--- config.mk ---
export PLATFORM = sky130hd
export DESIGN_NAME = hazard_fwd_ctrl
export DESIGN_NICKNAME = d
export VERILOG_FILES = /design/src/rtl/hazard_fwd_ctrl.sv
export SDC_FILE = /design/constraint.sdc
export NUM_CORES = 1
export LEC_CHECK = 0
export CORE_ASPECT_RATIO = 1.25
export CORE_MARGIN = 10
export CORE_UTILIZATION = 45
export DETAILED_ROUTE_END_ITERATION = 8
export GPL_ROUTABILITY_DRIVEN = 0
export GPL_TIMING_DRIVEN = 0
export PLACE_DENSITY = 0.81
export SYNTH_ARGS = -nofsm -noshare
export SYNTH_HDL_FRONTEND = slang
export SYNTH_SLANG_ARGS = --single-unit
--- constraint.sdc ---
create_clock -name clk -period 2.3 [get_ports clk]
set_input_delay 0.23 -clock clk [delete_from_list [all_inputs] [get_ports clk]]
set_output_delay 0.23 -clock clk [all_outputs]
set_load 0.03 [all_outputs]
--- src/rtl/hazard_fwd_ctrl.sv ---
// hazard_fwd_ctrl: stall, flush, halt-drain and EX forward-select control.
// Optional HZ_PERF_CNT_EN adds saturating stall/flush counters.
module hazard_fwd_ctrl #(
  parameter int RA_W     = 4,
  parameter int LOAD_LAT = 1,
  parameter int CNT_W    = 16
) (
  input  logic             clk,
  input  logic             rst,
  input  logic             id_valid,
  input  logic [RA_W-1:0]  id_rs1,
  input  logic             id_use1,
  input  logic [RA_W-1:0]  id_rs2,
  input  logic             id_use2,
  input  logic [RA_W-1:0]  id_rd,
  input  logic             id_wr,
  input  logic [RA_W-1:0]  id_rd2,
  input  logic             id_wr2,
  input  logic             id_load,
  input  logic             id_branch,
  input  logic             br_taken,
  input  logic             id_halt,
  output logic             pc_hold,
  output logic             ifid_hold,
  output logic             ifid_flush,
  output logic             idex_bubble,
  output logic [1:0]       fwd1_sel,
  output logic [1:0]       fwd2_sel,
  output logic             halted,
  output logic [CNT_W-1:0] stall_cnt,
  output logic [CNT_W-1:0] flush_cnt
);

  localparam logic [2:0] RUN    = 3'd0;
  localparam logic [2:0] LSTALL = 3'd1;
  localparam logic [2:0] BSTALL = 3'd2;
  localparam logic [2:0] DRAIN  = 3'd3;
  localparam logic [2:0] HALTED = 3'd4;

  // The raising RUN cycle is the first load stall, so LSTALL
  // only covers the remaining LOAD_LAT-1 cycles.
  localparam logic [2:0] LINIT =
    (LOAD_LAT > 1) ? 3'(LOAD_LAT - 2) : 3'd0;

  typedef struct packed {
    logic            v;
    logic [RA_W-1:0] rd;
    logic            wr;
    logic [RA_W-1:0] rd2;
    logic            wr2;
    logic            ld;
  } sb_t;

  sb_t        sb_ex;
  sb_t        sb_mem;
  logic       wb_v;
  logic [2:0] state;
  logic [2:0] cnt;
  logic       stall;
  logic       adv;
  logic       lu;
  logic       bs;
  logic       hz_halt;
  logic       m1_ex;
  logic       m2_ex;
  logic       m1_mem;
  logic       m2_mem;
  logic [1:0] f1;
  logic [1:0] f2;
  logic       unused_ld;

  function automatic logic hit(input sb_t e,
                               input logic [RA_W-1:0] r);
    return e.v & ((e.wr & (e.rd == r)) |
                  (e.wr2 & (e.rd2 == r)));
  endfunction

  assign m1_ex  = id_use1 & hit(sb_ex, id_rs1);
  assign m2_ex  = id_use2 & hit(sb_ex, id_rs2);
  assign m1_mem = id_use1 & hit(sb_mem, id_rs1);
  assign m2_mem = id_use2 & hit(sb_mem, id_rs2);

  assign hz_halt = id_valid & id_halt;
  assign lu = id_valid & sb_ex.ld & (m1_ex | m2_ex);
  assign bs = id_valid & id_branch &
              (m1_ex | m2_ex | m1_mem | m2_mem);

  // MEM load flag has no consumer: a load there forwards like an ALU op
  assign unused_ld = sb_mem.ld;

  // Stall is combinational so the hazard-raising cycle already stalls
  always_comb begin
    stall = 1'b0;
    unique case (state)
      RUN:     stall = hz_halt | lu | bs;
      LSTALL:  stall = 1'b1;
      BSTALL:  stall = lu | bs;
      default: stall = 1'b1;
    endcase
  end

  assign adv = id_valid & ~stall;

  // Scoreboard shift and EX-aligned forward selects (EX wins over MEM)
  always_ff @(posedge clk or negedge rst) begin
    if (!rst) begin
      sb_ex  <= '0;
      sb_mem <= '0;
      wb_v   <= 1'b0;
      f1     <= 2'd0;
      f2     <= 2'd0;
    end else begin
      sb_mem <= sb_ex;
      wb_v   <= sb_mem.v;
      if (adv) begin
        sb_ex.v   <= 1'b1;
        sb_ex.rd  <= id_rd;
        sb_ex.wr  <= id_wr;
        sb_ex.rd2 <= id_rd2;
        sb_ex.wr2 <= id_wr2;
        sb_ex.ld  <= id_load;
        f1 <= m1_ex ? 2'd1 : (m1_mem ? 2'd2 : 2'd0);
        f2 <= m2_ex ? 2'd1 : (m2_mem ? 2'd2 : 2'd0);
      end else begin
        sb_ex <= '0;
        f1    <= 2'd0;
        f2    <= 2'd0;
      end
    end
  end

  // Control state: halt beats load-use beats branch-operand stall
  always_ff @(posedge clk or negedge rst) begin
    if (!rst) begin
      state <= RUN;
      cnt   <= 3'd0;
    end else begin
      unique case (state)
        RUN: begin
          if (hz_halt) begin
            state <= DRAIN;
          end else if (lu) begin
            if (LOAD_LAT > 1) begin
              state <= LSTALL;
              cnt   <= LINIT;
            end
          end else if (bs) begin
            state <= BSTALL;
          end
        end
        LSTALL: begin
          if (cnt == 3'd0) state <= RUN;
          else cnt <= cnt - 3'd1;
        end
        BSTALL: begin
          if (!(lu | bs)) state <= RUN;
        end
        DRAIN: begin
          if (!(sb_ex.v | sb_mem.v | wb_v)) state <= HALTED;
        end
        HALTED: state <= HALTED;
        default: state <= RUN;
      endcase
    end
  end

  assign pc_hold     = rst & stall;
  assign ifid_hold   = rst & stall;
  assign idex_bubble = rst & stall;
  assign ifid_flush  = rst & br_taken & ~stall;
  assign fwd1_sel    = f1;
  assign fwd2_sel    = f2;
  assign halted = rst & ((state == HALTED) |
                  ((state == DRAIN) &
                   ~(sb_ex.v | sb_mem.v | wb_v)));

`ifdef HZ_PERF_CNT_EN
  logic [CNT_W-1:0] sc;
  logic [CNT_W-1:0] fc;
  logic             cnt_st;

  assign cnt_st = stall & ((state == LSTALL) |
                           (state == BSTALL) |
                           ((state == RUN) & ~hz_halt));

  // Saturating counters; nothing counts once drained, so they hold
  always_ff @(posedge clk or negedge rst) begin
    if (!rst) begin
      sc <= '0;
      fc <= '0;
    end else begin
      if (cnt_st && (sc != '1)) sc <= sc + CNT_W'(1);
      if (ifid_flush && (fc != '1)) fc <= fc + CNT_W'(1);
    end
  end

  assign stall_cnt = sc;
  assign flush_cnt = fc;
`else
  assign stall_cnt = '0;
  assign flush_cnt = '0;
`endif

endmodule

==> flow_summary_export.csv <==
group,metric,value,unit
status,status,"completed",
clock_network,cts_inserted_buffers,5,
timing,worst_pin_slew,0.7597,ns
setup_path,startpoint_type,"flop",
route,drcViolationCount,0,
timing,finalWorstSetupSlack,0.002506,ns
route,postRouteAntennaNets,0,
logic_synthesis,yosys.area_share.simple,15.39,%
clock_network,cts_tree,"done",
power_and_ir_drop,p_leak,1.267,nW
logic_synthesis,syn_inst,184,
setup_path,worstSetupEndpointType,"output pin",
timing,hold_viol_final,0,
final_layout,drive_gt1_share,23.85,%
clock_network,clock-sinks,34,
route,avgRoutedWirePerCell,13.39,um
final_layout,multi_input_area,887.1,um2
power_and_ir_drop,p_per_area,491.1,nW/um2
logic_synthesis,synth-compound-area-share,6.063,%
route,drt-initial-drc-count,56,
floorplan,die_w,77.78,um
clock_network,worstSkewPairLatency,0.28,ns
final_layout,fillers,357,
route,vias,1415,
logic_synthesis,synth.area.mux_share,0,%
placed_design,io_buffer_count,35,
placed_design,dpl_worst_slack,-0.8629,ns
setup_path,critPathKind,"reg2out",
final_layout,antenna_cells,0,
final_layout,final_core_util,62.62,%
final_layout,final_nets,290,
route,avgViaCountPerCell,4.478,
final_layout,final_common_cell,"buf_4",
logic_synthesis,synth_fa_ha_area_share,1.332,%
setup_path,worst-r2r-cell-count,9,
final_layout,syn_to_final_growth,35.58,%
floorplan,io_pins,68,
setup_path,crit_fanout,3,
timing,period_share,99.89,%
power_and_ir_drop,vdd_drop_max,0.0002059,V
route,dr.pass1.iters,5,
floorplan,start_util,46.18,%
timing,finalSetupViolations,0,
placed_design,dp_hpwl,3323,um
logic_synthesis,synthDistinctLibCells,32,
logic_synthesis,synth_top_family_by_area,"XOR/XNOR gates",
grt,antenna_found_initial,0,
timing,fmax,435.3,MHz
logic_synthesis,synthXorXnorAreaFrac,15.86,%
setup_path,worstPathArrival,2.07,ns
logic_synthesis,synth.avg_cell_area,10.21,um2
logic_synthesis,yosysSeqAreaShare,45.30,%
timing,grt_setup_unrepaired,"true",
run,maxCapViolCount,0,
final_layout,register_area,850.8,um2
timing,clock_skew,0.006138,ns
timing,tns,0,ns
floorplan,dieArea,7173,um2
route,drt-total-wl,4231,um
logic_synthesis,ys_ff_latch,34,
floorplan,die_h,92.23,um
timing,final_max_slew_viol_count,0,
clock_network,cts_buffer_depth,2,
timing,hold_slack,0.01147,ns
clock_network,clk_pin_slew,0.06,ns
clock_network,cts.root.buffer_cell,"clkbuf_8",
grt,grt_max_degree,38,
timing,fin_crit,2.297,ns
hold_path,hp-class,"in2async",
power_and_ir_drop,power,1.251,mW
setup_path,worstPathRequired,2.07,ns
grt,grt-ovfl-total,0,
grt,first_global_vias,1519,
final_layout,final_cell_mix,"buf_4, dfrtp_1, conb_1",
logic_synthesis,synth_area,1878,um2
floorplan,core-area,4066,um2
grt,grt_pass1_wl,7010,um
logic_synthesis,yosysWarnings,0,
grt,track_usage,12.11,%
floorplan,fp-row-count,26,
timing,slew_headroom,49.35,%
clock_network,htree_num_levels,2,
==> layer usage <==
layer	track usage (%)	wire length [um]	up-vias
li1	-	-	697
met1	11.83	1513	647
met2	20.71	2192	59
met3	6.348	421	12
met4	5.488	104	0
met5	0	0	-
==> registers in the layout, summed over array words and instances, names as in the netlist <==
name	flops
fwd1_sel	2
state	3
cnt	3
fwd2_sel	2
wb_v	1
sb_mem	11
sb_ex	12
==> final timing paths <==
| path | start | endpoint | slack [ns] |
|---|---|---|---|
| max reg2reg | sb_mem[4]$_DFF_PN0_ | sb_ex[8]$_DFF_PN0_ | 0.29 |
| min reg2reg | sb_ex[6]$_DFF_PN0_ | sb_mem[6]$_DFF_PN0_ | 0.41 |
| max | sb_mem[4]$_DFF_PN0_ | pc_hold | 0.003 |
| min in group clk | sb_ex[6]$_DFF_PN0_ | sb_mem[6]$_DFF_PN0_ | 0.41 |
| min | rst | sb_mem[9]$_DFF_PN0_ | 0.01 |
| max in group asynchronous | rst | fwd1_sel[0]$_DFF_PN0_ | 1.80 |
==> repair_timing <==
action / 4_1_cts / 5_1_grt
buffers inserted: 4 / 1
hold buffers: 0 / 0
gates resized for setup: 39 / 8
pin swaps: 6 / 4
endpoints found under the setup margin: 5 / 4
==> cells in the mapped netlist (all sizes together) <==
| cell type | number | area, um2 |
|---|---|---|
| dfrtp | 34 | 850.8 |
| a32o | 1 | 10.01 |
| o22ai | 1 | 6.260 |
| o211ai | 2 | 15.01 |
| nand2b | 1 | 6.260 |
| a221o | 1 | 10.01 |
| xor2 | 19 | 166.4 |
| a21o | 1 | 7.510 |
| nand2 | 7 | 26.28 |
| a21oi | 1 | 5.000 |
| ha | 2 | 25.02 |
| nand3 | 5 | 25.02 |
| nor2b | 1 | 6.260 |
| o21ai | 6 | 33.78 |
| and2 | 12 | 75.07 |
| or2 | 1 | 6.260 |
| nor4 | 6 | 37.54 |
| clkbuf | 1 | 3.750 |
| buf | 36 | 271.5 |
| inv | 6 | 22.52 |
| o2111a | 1 | 12.51 |
| nor2 | 6 | 22.52 |
| nand4 | 7 | 43.79 |
| conb | 1 | 3.750 |
| xnor2 | 15 | 131.4 |
| a31oi | 1 | 6.260 |
| nor3 | 8 | 40.04 |
| o21a | 1 | 7.510 |
==> area by class of cell <==
type                       instances  share of cell area (%)
clock buffer                       6                   3.243
tap                               56                   2.752
sequential                        34                   33.42
multi-input combinational        138                   34.84
timing repair buffer              40                   14.50
inverter                           6                  0.8845
buffer                            36                   10.37
==> through the flow <==
stage               area [um2]  cells
floorplan                 1994    215
global placement          2415    306
detailed placement        2410    306
CTS                       2512    315
global route              2546    316
finish                    2546    316
==> critical path, stage by stage, from the launching register on <==
cell and delay (ns):
dfrtp_1 0.41, xor2_1 0.15, nor3_1 0.08, nand4_1 0.10, o21ai_2 0.08, o2111a_2 0.28
or2_4 0.24, o21a_1 0.20, buf_4 0.14, buf_6 0.13
==> power breakdown <==
part           total [mW]  leakage, nW  switching, mW  internal (mW)
sequential          0.598        0.470              0          0.598
combinational       0.229        0.754          0.134         0.0945
clock               0.423       0.0431          0.193          0.230
total                1.25         1.27          0.328          0.923
==> kinds of logic (layout without fill, tap and decap cells) <==
logic type | count (synthesis) | count (layout)
AND/OR/NAND/NOR | 54 | 54
buffers and inverters | 43 | 88
XOR/XNOR | 34 | 34
flip-flops | 34 | 34
AO/OA/AOI/OAI | 16 | 16
adder cells (fa/ha/maj) | 2 | 2
other | 1 | 32
Note: power is estimated with default switching activity, not from simulation.
==> RTL edit 1 (same settings) <==
Change the parameter `CNT_W` from 16 to 14.
--- a/src/rtl/hazard_fwd_ctrl.sv
+++ b/src/rtl/hazard_fwd_ctrl.sv
@@ -3,7 +3,7 @@
 module hazard_fwd_ctrl #(
   parameter int RA_W     = 4,
   parameter int LOAD_LAT = 1,
-  parameter int CNT_W    = 16
+  parameter int CNT_W    = 14
 ) (
   input  logic             clk,
   input  logic             rst,
Ports: changed (resized flush_cnt and stall_cnt); port bits go from 68 to 64. No check against the original RTL was run, so the function may have changed too.
==> RTL edit 1 against the original RTL <==
- clock power increased by 5.4%
- area after synthesis down 1.6%
- global-route usage down 0.49 points
- sequential cell count stayed put
- register-to-register slack got worse by 20 ps
- worst setup slack improved by 1.2 ps
- final area is 0.20% lower
- routed wire length is 6.2% lower
- worst hold slack gained 4.0 ps
- power grew 0.83%
- combinational power down 6%
- clock skew decreased by 1.0 ps
- largest power group unchanged
==> RTL edit 1: results (changes against the original RTL) <==
metric	value	unit	change
swShare	26.28	%	+0.090 points
yosysSeqAreaShare	46.04	%	+0.74 points
worstMarginPinSlew	772.9	ps	+13.16 ps
crit_path_top_delay_cell	dfrtp_1		
cp_top_family	compound AO/OA/AOI/OAI gates		
yosysUniqueCellTypes	32		unchanged
wl	3970	um	-6.2%
skew	5.132	ps	-1.005 ps
setup_slack	3.742	ps	+1.236 ps
top_layer	met4		
num_vias	1357		-4.1%
rrSetupSlack	270	ps	-20 ps
synth_xor_area_share	16.11	%	+0.26 points
grt_pass1_wl	6699	um	-4.4%
hpwl	3160	um	-4.9%
dr.pass1.iters	4		-1
slowest_delay	400	ps	
r2r_end	sb_ex[9]$_DFF_PN0_		
htree_levels	2		unchanged
clkLatencyLatePin	280	ps	about the same
grt_max_degree	38		unchanged
wl_met3	417	um	-0.95%
clkPwrFrac	35.4	%	+1.5 points
grtUsageTotal	11.62	%	-0.49 points
cts_buffer_depth	2		unchanged
crit_fanout	3		unchanged
drive_above_1_share	24.61	%	+0.76 points
hp-class	input pin to async pin		
cts_buffers	5		unchanged
synth-adder-area-share	1.354	%	+0.022 points
netlist_instances	180		-2.2%
place_area	0.002365	mm^2	-1.9%
crit_path_end	ifid_hold		
outcome	finished, final reports clean		
reg_top3	sb_ex x12, sb_mem x11		
required	2070	ps	about the same
combPwrFrac	17.2	%	-1.1 points
antenna_cells	0		unchanged
clk_pin_slew_worst_paths	70	ps	
ys_async_sr_fraction	100.0	%	unchanged
synth_compound_area_share	6.161	%	+0.099 points
hold_violations	0		unchanged
met2WireLength	2100	um	-4.2%
nets	284		-2.1%
yosys_warnings	0		unchanged
yosys-top-cells-count	dfrtp_1, buf_4, xor2_1		
drt-initial-drc-count	43		-23%
fill_cells	355		-0.56%
wl_met1	1373	um	-9.3%
r2r_cells	9		unchanged
synth_area_leaders	dfrtp_1, buf_4, xor2_1		
place_ws	-847.0	ps	+15.84 ps
antenna_found_initial	0		unchanged
portBuffers	35		unchanged
grt_pass1_vias	1454		-4.3%
irDropWorstVdd	331.4	uV	+61%
ctsRootBufferMaster	clkbuf_8		
synth_mux_area_share	0	%	unchanged
setup.worst_path.start	sb_mem[9]$_DFF_PN0_		
leakagePower	0.001259	uW	-0.63%
## RTL edit 1: metrics by stage
stage	total power, uW	hold slack [ps]	utilization [%]	setup TNS [ps]	instances
detailed placement	824.5	354.7	58.62	-5019	298
floorplan	742.9	-65.59	-	0	207
CTS	1263	44.07	61.51	-4.001	309
finish	1261	15.47	63.00	0	312
global placement	823.7	398.9	58.75	-4828	298
global route	1311	64.26	63.00	-547.3	312
## RTL edit 1: layer usage
metal  vias up  GRT usage [%]
met2        49          19.83
met5         -              0
met3         6          6.152
met4         0          5.488
met1       611          11.31
li1        691              -
## RTL edit 1: final cells by class
class / instances / share of cell area, %
Buffer: 32 / 9.207
Inverter: 6 / 0.8863
Tap cell: 56 / 2.757
Clock buffer: 6 / 3.250
Multi-Input combinational cell: 134 / 34.61
Clock inverter: 2 / 0.4924
Timing Repair Buffer: 42 / 15.26
Sequential cell: 34 / 33.53
## RTL edit 1: repair_timing
action	4_1_cts	5_1_grt
buffers inserted	4	3
resized for setup	38	8
hold endpoints to repair	0	0
pin swaps	7	3
endpoints found under the setup margin	5	5
## RTL edit 1: worst min path at each step
stage	start	end	slack, ps
5_1_grt	rst	sb_ex[0]$_DFF_PN0_	60
6_report	rst	sb_mem[3]$_DFF_PN0_	20
2_1_floorplan	rst	cnt[0]$_DFFE_PN0P_	-70
4_1_cts	rst	sb_ex[0]$_DFF_PN0_	40
3_3_place_gp	sb_ex[6]$_DFF_PN0_	sb_mem[6]$_DFF_PN0_	400
3_5_place_dp	rst	fwd1_sel[0]$_DFF_PN0_	350
## RTL edit 1: kinds of logic after synthesis
family	count (synthesis)
buf+inv	39
simple gates	54
other cells	1
fa+ha+maj	2
flops	34
xor+xnor	34
compound gates	16
==> RTL edit 2 (same flow settings) <==
Without the edit above. Add a define of `HZ_PERF_CNT_EN`.
--- a/src/rtl/hazard_fwd_ctrl.sv
+++ b/src/rtl/hazard_fwd_ctrl.sv
@@ -1,5 +1,7 @@
 // hazard_fwd_ctrl: stall, flush, halt-drain and EX forward-select control.
 // Optional HZ_PERF_CNT_EN adds saturating stall/flush counters.
+`define HZ_PERF_CNT_EN
+
 module hazard_fwd_ctrl #(
   parameter int RA_W     = 4,
   parameter int LOAD_LAT = 1,
Check against the original RTL: not equivalent (Yosys sat finds a counterexample within 4 cycles, from zero or initial values and one cycle with rst low).
==> RTL edit 2 against the original RTL <==
- the flow now finishes with violations (negative setup slack)
- power grew to 2.7 times the old value
- area after synthesis grew 68%
- register-to-register slack worse by 540 ps
- worst setup slack lost 380 ps
- routed wire length increased by 84%
- sequential share of layout area is 2.8 points higher
- final area grew 79%
- sequential cell count increased by 32
- highest routed layer unchanged
==> RTL edit 2: results (changes against the original RTL) <==
metric	value	unit	change
outcome	finished with violations		
failed_checks	negative setup slack		
htree_levels	3		+1
hpwl	5164	um	+55%
wl	7778	um	+84%
finalSetupViolCount	38		+38
r2r_cells	12		+3
gr-usage-met2	23.44	%	+2.7 points
syn_area_per_cell	11.21	um^2	+9.8%
synth_compound_area_share	4.448	%	-1.6 points
crit_path_end	ifid_hold		
grtUsageTotal	14.48	%	+2.4 points
synth-adder-area-share	1.589	%	+0.26 points
skew	9.845	ps	+3.707 ps
yosysUniqueCellTypes	40		+25%
crit_fanout	4		+1
worstMarginPinSlew	867.1	ps	+107.4 ps
place_ws	-1156	ps	-292.9 ps
use_met3	4.274	%	-2.1 points
drt-initial-drc-count	154		+180%
final_core_util	66.25	%	+3.6 points
num_vias	2468		+74%
setup.worst_path.start	id_rs2[1]		
finalSetupTns	-4883	ps	-4883 ps
wl_per_cell	16.48	um	+23%
setup_slack	-374.0	ps	-376.5 ps
drive_above_1_share	23.04	%	-0.81 points
[RTL edit 2: changes by cell type in the layout (fill, tap and decap cells not counted), sizes merged, moves of 7 or more]
cell	change
conb	-32
buf	-17
nand3	+17
clkdlybuf4s50	+36
nand2	+12
nand4	+7
xor2	+9
and3	+22
xnor2	+20
dfrtp	+32
[RTL edit 2: metal layers]
metal  share of wire (%)  wire length [um]  up-vias
li1                    -                 -     1171
met1                  41              3210     1238
met2                  52              4049       51
met3                 4.9               381        8
met4                 1.8               137        0
met5                   0                 0        -
[RTL edit 2: critical path: stages]
cell             delay, ps
clkdlybuf4s50_1        540
xor2_1                 220
or4_1                  550
o21ai_2                 90
nor2_1                  60
a21o_1                 200
and3_4                 190
nor2b_4                140
buf_6                  110
buf_6                  110
[RTL edit 2: worst min path at each step]
stage	start	endpoint	slack, ps
floorplan	rst	cnt[0]$_DFFE_PN0P_	-70
global placement	sb_ex[1]$_DFF_PN0_	sb_mem[1]$_DFF_PN0_	400
detailed placement	rst	fwd1_sel[0]$_DFF_PN0_	400
CTS	rst	flush_cnt[10]$_DFFE_PN0P_	30
global route	rst	flush_cnt[11]$_DFFE_PN0P_	60
finish	rst	flush_cnt[13]$_DFFE_PN0P_	20
[RTL edit 2: cell type report]
type | count | share of cell area, %
Sequential cell | 66 | 36.20
Tap cell | 90 | 2.466
Clock inverter | 5 | 1.206
Inverter | 4 | 0.3289
Timing Repair Buffer | 86 | 18.42
Clock buffer | 11 | 2.877
Multi-Input combinational cell | 204 | 37.35
Buffer | 6 | 1.151
[RTL edit 2: what timing repair did]
item,CTS,global route
setup buffers,10,11
setup endpoints to repair,38,53
gates resized for setup,59,34
cloned,2,0
pin swaps,11,25
[RTL edit 2: power breakdown]
part           switching (uW)  internal, uW
combinational             523           463
sequential                182          1300
clock                     426           497
total                    1130          2260
